### config.mk
export PLATFORM = sky130hd
export DESIGN_NAME = ara_runtime_monitor
export DESIGN_NICKNAME = d
export VERILOG_FILES = /design/src/rtl/ara_runtime_monitor_pkg.sv /design/src/rtl/ara_sat_counter.sv /design/src/rtl/ara_runtime_monitor.sv
export SDC_FILE = /design/constraint.sdc
export NUM_CORES = 1
export LEC_CHECK = 0
export CAP_MARGIN = 20
export CORE_MARGIN = 8
export CORE_UTILIZATION = 45
export DETAILED_ROUTE_END_ITERATION = 10
export PLACE_DENSITY = 0.68
export SLEW_MARGIN = 20
export SYNTH_ARGS = -nofsm -noshare
export SYNTH_HDL_FRONTEND = slang
export SYNTH_SLANG_ARGS = --single-unit
### constraint.sdc
create_clock -name clk_i -period 3.4 [get_ports clk_i]
set_input_delay 0.68 -clock clk_i [delete_from_list [all_inputs] [get_ports clk_i]]
set_output_delay 0.68 -clock clk_i [all_outputs]
set_load 0.05 [all_outputs]
### src/rtl/ara_runtime_monitor_pkg.sv
// Shared types and register layout for the Ara runtime monitor.
// State encoding is software-visible through STATUS[4:2].
package ara_runtime_monitor_pkg;

   typedef enum logic [2:0] {
      ST_IDLE     = 3'd0,
      ST_ARMED    = 3'd1,
      ST_COUNTING = 3'd2,
      ST_SNAPSHOT = 3'd3,
      ST_PAUSED   = 3'd4,
      ST_DONE     = 3'd5
   } state_e;

   localparam logic [7:0] REG_CTRL    = 8'h00;
   localparam logic [7:0] REG_STATUS  = 8'h08;
   localparam logic [7:0] REG_RUNTIME = 8'h10;
   localparam logic [7:0] REG_EVENT0  = 8'h18;

   localparam int CTRL_EN      = 0;
   localparam int CTRL_CLEAR   = 1;
   localparam int CTRL_ONESHOT = 2;

endpackage

### src/rtl/ara_sat_counter.sv
// Saturating up-counter: +1 on en, zero on clr (clr wins), sticks at all-ones.
// Updates every cycle; no backpressure.
module ara_sat_counter #(
   parameter int Width = 64
) (
   input  logic             clk_i,
   input  logic             rst_ni,
   input  logic             en,
   input  logic             clr,
   output logic [Width-1:0] q
);

   logic [Width-1:0] r_q;

   always_ff @(posedge clk_i or negedge rst_ni) begin
      if (!rst_ni) begin
         r_q <= '0;
      end else if (clr) begin
         r_q <= '0;
      end else if (en && (r_q != '1)) begin
         r_q <= r_q + Width'(1);
      end
   end

   assign q = r_q;

endmodule

### src/rtl/ara_runtime_monitor.sv
// Runtime/stall monitor: arms on EN, counts from first dispatch until Ara drains, then snapshots.
// Register port answers every request exactly one cycle later with registered data; never stalls.
module ara_runtime_monitor #(
   parameter int NrEvents       = 3,
   parameter int CntWidth       = 64,
   parameter int IdleHoldCycles = 2
) (
   input  logic                clk_i,
   input  logic                rst_ni,
   input  logic                acc_req_valid_i,
   input  logic                ara_idle_i,
   input  logic [NrEvents-1:0] event_i,
   input  logic                reg_req_valid_i,
   input  logic                reg_req_write_i,
   input  logic [7:0]          reg_req_addr_i,
   input  logic [63:0]         reg_req_wdata_i,
   output logic                reg_rsp_valid_o,
   output logic [63:0]         reg_rsp_rdata_o,
   output logic                reg_rsp_err_o,
   output logic                counting_o,
   output logic                snapshot_o
);

   import ara_runtime_monitor_pkg::*;

   state_e              r_state;
   state_e              w_state_nxt;
   logic                r_en;
   logic                r_oneshot;
   logic                r_snap_vld;
   logic                r_counting;
   logic                r_snapshot;
   logic [3:0]          r_quiet;
   logic                r_rsp_vld;
   logic                r_rsp_err;
   logic [63:0]         r_rsp_rdata;
   logic                w_cnt_en;
   logic                w_quiet_cond;
   logic                w_drained;
   logic                w_clear;
   logic                w_ctrl_wr;
   logic                w_rt_rd;
   logic                w_err;
   logic [63:0]         w_rdata;
   logic [CntWidth-1:0] w_rt_cnt;
   logic [CntWidth-1:0] r_rt_buf;
   logic [CntWidth-1:0] w_ev_cnt [NrEvents];
   logic [CntWidth-1:0] r_ev_buf [NrEvents];
   logic                w_unused;

   assign w_unused = ^reg_req_wdata_i[63:3];

   // Register decode; everything stays zero unless a request is present.
   always_comb begin
      w_rdata   = '0;
      w_err     = 1'b0;
      w_ctrl_wr = 1'b0;
      w_rt_rd   = 1'b0;
      if (reg_req_valid_i) begin
         case (reg_req_addr_i)
            REG_CTRL: begin
               w_ctrl_wr = reg_req_write_i;
               if (!reg_req_write_i) begin
                  w_rdata[CTRL_EN]      = r_en;
                  w_rdata[CTRL_ONESHOT] = r_oneshot;
               end
            end
            REG_STATUS: begin
               if (reg_req_write_i) w_err = 1'b1;
               else w_rdata = {59'd0, r_state, r_snap_vld, r_counting};
            end
            REG_RUNTIME: begin
               if (reg_req_write_i) begin
                  w_err = 1'b1;
               end else begin
                  w_rdata = 64'(r_rt_buf);
                  w_rt_rd = 1'b1;
               end
            end
            default: begin
               w_err = 1'b1;
               for (int i = 0; i < NrEvents; i++) begin
                  if (reg_req_addr_i == 8'(REG_EVENT0 + 8 * i)) begin
                     w_err = reg_req_write_i;
                     if (!reg_req_write_i) w_rdata = 64'(r_ev_buf[i]);
                  end
               end
            end
         endcase
      end
   end

   assign w_clear      = w_ctrl_wr & reg_req_wdata_i[CTRL_CLEAR];
   assign w_cnt_en     = (r_state == ST_COUNTING);
   assign w_quiet_cond = ara_idle_i & ~acc_req_valid_i;
   // Leave on the cycle the quiet run would reach the hold length; a CLEAR restarts the run.
   assign w_drained    = w_cnt_en & w_quiet_cond & ~w_clear &
                         ((r_quiet + 4'd1) == 4'(IdleHoldCycles));

   always_comb begin
      w_state_nxt = r_state;
      case (r_state)
         ST_IDLE: begin
            if (r_en) w_state_nxt = ST_ARMED;
         end
         ST_ARMED, ST_PAUSED: begin
            if (!r_en)                w_state_nxt = ST_IDLE;
            else if (acc_req_valid_i) w_state_nxt = ST_COUNTING;
         end
         ST_COUNTING: begin
            if (w_drained) w_state_nxt = ST_SNAPSHOT;
         end
         ST_SNAPSHOT: begin
            if (!r_en)          w_state_nxt = ST_IDLE;
            else if (r_oneshot) w_state_nxt = ST_DONE;
            else                w_state_nxt = ST_PAUSED;
         end
         ST_DONE: begin
            if (!r_en) w_state_nxt = ST_IDLE;
         end
         default: w_state_nxt = ST_IDLE;
      endcase
   end

   always_ff @(posedge clk_i or negedge rst_ni) begin
      if (!rst_ni) begin
         r_state    <= ST_IDLE;
         r_counting <= 1'b0;
         r_snapshot <= 1'b0;
      end else begin
         r_state    <= w_state_nxt;
         r_counting <= (w_state_nxt == ST_COUNTING);
         r_snapshot <= (w_state_nxt == ST_SNAPSHOT);
      end
   end

   always_ff @(posedge clk_i or negedge rst_ni) begin
      if (!rst_ni) begin
         r_quiet <= '0;
      end else if (w_cnt_en && w_quiet_cond && !w_clear) begin
         r_quiet <= r_quiet + 4'd1;
      end else begin
         r_quiet <= '0;
      end
   end

   always_ff @(posedge clk_i or negedge rst_ni) begin
      if (!rst_ni) begin
         r_en      <= 1'b0;
         r_oneshot <= 1'b0;
      end else if (w_ctrl_wr) begin
         r_en      <= reg_req_wdata_i[CTRL_EN];
         r_oneshot <= reg_req_wdata_i[CTRL_ONESHOT];
      end
   end

   // A fresh snapshot outranks a concurrent RUNTIME_BUF read, which still saw the old value.
   always_ff @(posedge clk_i or negedge rst_ni) begin
      if (!rst_ni) begin
         r_snap_vld <= 1'b0;
         r_rt_buf   <= '0;
         for (int i = 0; i < NrEvents; i++) r_ev_buf[i] <= '0;
      end else if (r_state == ST_SNAPSHOT) begin
         r_snap_vld <= 1'b1;
         r_rt_buf   <= w_rt_cnt;
         for (int i = 0; i < NrEvents; i++) r_ev_buf[i] <= w_ev_cnt[i];
      end else if (w_rt_rd) begin
         r_snap_vld <= 1'b0;
      end
   end

   always_ff @(posedge clk_i or negedge rst_ni) begin
      if (!rst_ni) begin
         r_rsp_vld   <= 1'b0;
         r_rsp_err   <= 1'b0;
         r_rsp_rdata <= '0;
      end else begin
         r_rsp_vld   <= reg_req_valid_i;
         r_rsp_err   <= w_err;
         r_rsp_rdata <= w_rdata;
      end
   end

   ara_sat_counter #(.Width(CntWidth)) u_rt_cnt (
      .clk_i (clk_i),
      .rst_ni(rst_ni),
      .en    (w_cnt_en),
      .clr   (w_clear),
      .q     (w_rt_cnt)
   );

   for (genvar g = 0; g < NrEvents; g++) begin : g_ev
      ara_sat_counter #(.Width(CntWidth)) u_ev_cnt (
         .clk_i (clk_i),
         .rst_ni(rst_ni),
         .en    (w_cnt_en & event_i[g]),
         .clr   (w_clear),
         .q     (w_ev_cnt[g])
      );
   end

   assign reg_rsp_valid_o = r_rsp_vld;
   assign reg_rsp_rdata_o = r_rsp_rdata;
   assign reg_rsp_err_o   = r_rsp_err;
   assign counting_o      = r_counting;
   assign snapshot_o      = r_snapshot;

endmodule

==> results.toml <==
[outcome]
outcome = "finished clean"

[finish]
final_common_cell = "dfrtp_1"
layout_cell_share_with_drive_strength_beyond_1 = 0.170
area.growth.synth_to_final_pct = 15.9
nNetsFinal = 2848
postLayoutCoreUtil = 0.528
stdcell_area_um2 = 32600
mostFrequentLayoutCells = "dfrtp_1, mux2_2, a21oi_1"
fill_count = 5332

[synth]
async_reset_ff_frac = 1.00
synth.top_cell.area_share = 0.524
gate_count_post_synth = 2685
synth_cell_types = 70
synth_simple_gate_area_frac = 0.202
total_standard_cell_area_after_synthesis_um2 = 28200
ys.warnings.count = 0
postSynthNetCount = 2772
library_cell_occupying_the_most_area_in_the_post_synthesis_netlist = "dfrtp_1"
synthesized_area_fraction_occupied_by_ao_oa_aoi_and_oai_cells = 0.119
ys_seq_area_frac = 0.524
synth_top_family_by_area = "simple AND/OR/NAND/NOR gates"
synth_edf_count = 0
synthFlopType = "dfrtp_1"
synth_xor_xnor_area_share = 0.00871
fraction_of_the_mapped_netlist_area_in_adder_cells = 0.00267
muxShareOfSynthArea = 0.112
synth.area.top_cells = "dfrtp_1, mux2_2, a21oi_1"
post_synth.cell_area_avg_um2 = 10.5
synth-seq-cells = 590

[placement]
port_bufs = 87
placed_wire_length_estimate_after_detailed_placement_um = 63700
postPlaceCellArea_um2 = 30500
gpl.final_weighted_congestion = 0.937
pre_cts_ws_ps = 16.3

[sta]
finalWorstSetupSlack_ps = 490
timing.max_slew.rel_slack = 0.255
setup_total_negative_slack_ps = 0
clock.fmax_ghz = 0.344
setup_violations = 0
finalClockSkew_ps = 38.2
rsz0062_at_grt = "false"
finalHoldViolations = 0
timing_max_transition_violations_final = 0
final_min_period_over_clock_period = 0.856
final_period_minus_worst_setup_slack_ps = 2910
worst_slew_pin_slew_ps = 1120

[route]
drt-vias-per-instance = 6.36
routed_wl_um = 88000
routedWlPerCell_um = 24.1
antenna_violating_nets_post_route = 0
via_count = 23200
drtIter0Drc = 2779
drc = 0
first_pass_iters = 8

[power]
vdd_ir_drop_max_mv = 0.331
power_per_cell_area_nw_per_um2 = 532
leakage_component_of_the_power_nw = 13.7

[clock_tree]
cts_setup_buffers = 0
cts.path.max_buffers = 3
clock-sinks = 590
clk-insertion-delay-late_ps = 600
post_cts_resize_count = 0
worst_setup_hold_path_clk_slew_ps = 60
clock_tree_from_tritoncts = "done"
cts_buffers = 66
root_buffer = "clkbuf_16"
cts_hold_buf = 0
cts-htree-levels = 3

[grt]
grt_first_pass_wirelength_um = 135000
vias_in_the_first_global_route = 22200
grt_max_degree = 86
antenna_violations_before_repair = 3
all_layer_gr_usage = 0.245
overflow_after_grt = 0

[die]
die_y_um = 266
placeableCoreArea_um2 = 61800
design.die.area_um2 = 70800
core.rowCount = 91
ioPinCount = 149
effective_utilization_at_floorplan = 0.455
die_x_um = 266

[setup_path]
r2r_end = "g_ev[0].u_ev_cnt.q[55]"
reg2reg_depth = 6
worst_setup_path_start_kind = "register"
r2r_start = "r_state[0]"
critical_path_peak_fanout = 10
setup.worst_path.start = "r_state[0]"
cp_data_required_time_ps = 3900
criticalPathCategory = "register to register"
critical_path_arrival_ps = 3410
ff2ff_setup_slack_ps = 490
timing.critical_path.to = "g_ev[0].u_ev_cnt.q[55]"
worstSetupEndpointType = "register"

[min_path]
hold_path_class = "primary input to async pin"

[flow_run]
cap_viol_max_count = 0
==> metrics by stage <==
stage | std cells | hold slack, ps | power [mW]
6_report | 3648 | 42.6 | 17.4
5_1_grt | 3647 | 77.6 | 18.0
4_1_cts | 3647 | 46.3 | 17.4
3_5_place_dp | 3530 | 474 | 10.3
3_3_place_gp | 3530 | 463 | 10.2
2_1_floorplan | 2685 | 384 | 9.31
==> flip-flops by register name, summed over array words and instances, names as in the netlist <==
name,flops
counting_o,1
g_ev.u_ev_cnt.q,192
r_en,1
r_ev_buf,192
r_oneshot,1
r_quiet,4
r_rt_buf,64
r_snap_vld,1
r_state,3
reg_rsp_err_o,1
reg_rsp_rdata_o,64
reg_rsp_valid_o,1
snapshot_o,1
u_rt_cnt.q,64
==> kinds of logic (layout without fill, tap and decap cells) <==
group                      after synthesis  in the layout
other                                    0              1
DFF                                    590            590
xor gates and xnor gates                28             28
AOI/OAI and AO/OA                      545            545
and+or+nand+nor                       1026           1026
adders and majority gates                6              6
muxes                                  285            285
buffers and inverters                  205            330
==> synthesized netlist by cell type (5+ instances only) <==
master,n
a21oi_1,223
a221oi_1,62
and2_1,11
and3_1,39
and4_1,26
buf_1,16
buf_2,40
buf_4,7
buf_6,5
clkbuf_1,108
dfrtp_1,590
ha_1,6
inv_1,28
mux2_2,240
mux2i_1,45
nand2_1,189
nand2b_1,42
nand3_1,104
nand4_1,98
nor2_1,133
nor3_1,96
nor4_1,53
nor4b_1,5
o211ai_1,14
o21a_1,18
o21ai_0,112
o31a_1,10
o31ai_1,77
or2_2,10
or3_1,98
or4_1,88
xnor2_1,6
xor2_1,22
==> critical path: stages (launching register included) <==
cell	delay, ps
dfrtp_1	550
nor3b_4	540
nand2_1	190
nor2_1	330
nand3_1	430
or4_1	610
a21oi_1	180
==> worst min-delay path by stage <==
stage	start	endpoint	depth (start not counted)
final	rst_ni	r_rt_buf[50]	1
after CTS	rst_ni	u_rt_cnt.q[42]	1
after floorplan	rst_ni	counting_o	0
after global placement	r_ev_buf[171]	r_ev_buf[171]	2
after global routing	rst_ni	r_rt_buf[50]	1
after detailed placement	r_ev_buf[54]	r_ev_buf[54]	2
==> per-layer routing <==
| layer | part of all wire | track usage | vias to the layer above |
|---|---|---|---|
| met5 | 0.00031 | 0 | - |
| li1 | - | - | 10200 |
| met2 | 0.48 | 0.405 | 1020 |
| met4 | 0.032 | 0.0792 | 4 |
| met1 | 0.41 | 0.321 | 11800 |
| met3 | 0.082 | 0.0495 | 159 |
==> area by class of cell <==
class	count	area [um^2]	area share
antenna	1	2.50	0.0000767
clock inverter	23	216	0.00663
inverter	28	105	0.00322
clock buffer	94	1940	0.0594
timing repair buffer	185	2000	0.0613
tap	837	1050	0.0321
sequential	590	14800	0.452
multi-input combinational	1890	12600	0.385
==> report_power, final <==
part / internal, mW / total [mW] / switching, mW
Combinational: 0.761 / 1.90 / 1.14
Clock: 4.21 / 7.11 / 2.90
Sequential: 7.62 / 8.35 / 0.730
Total: 12.6 / 17.4 / 4.77
(Power assumes the default switching activity.)
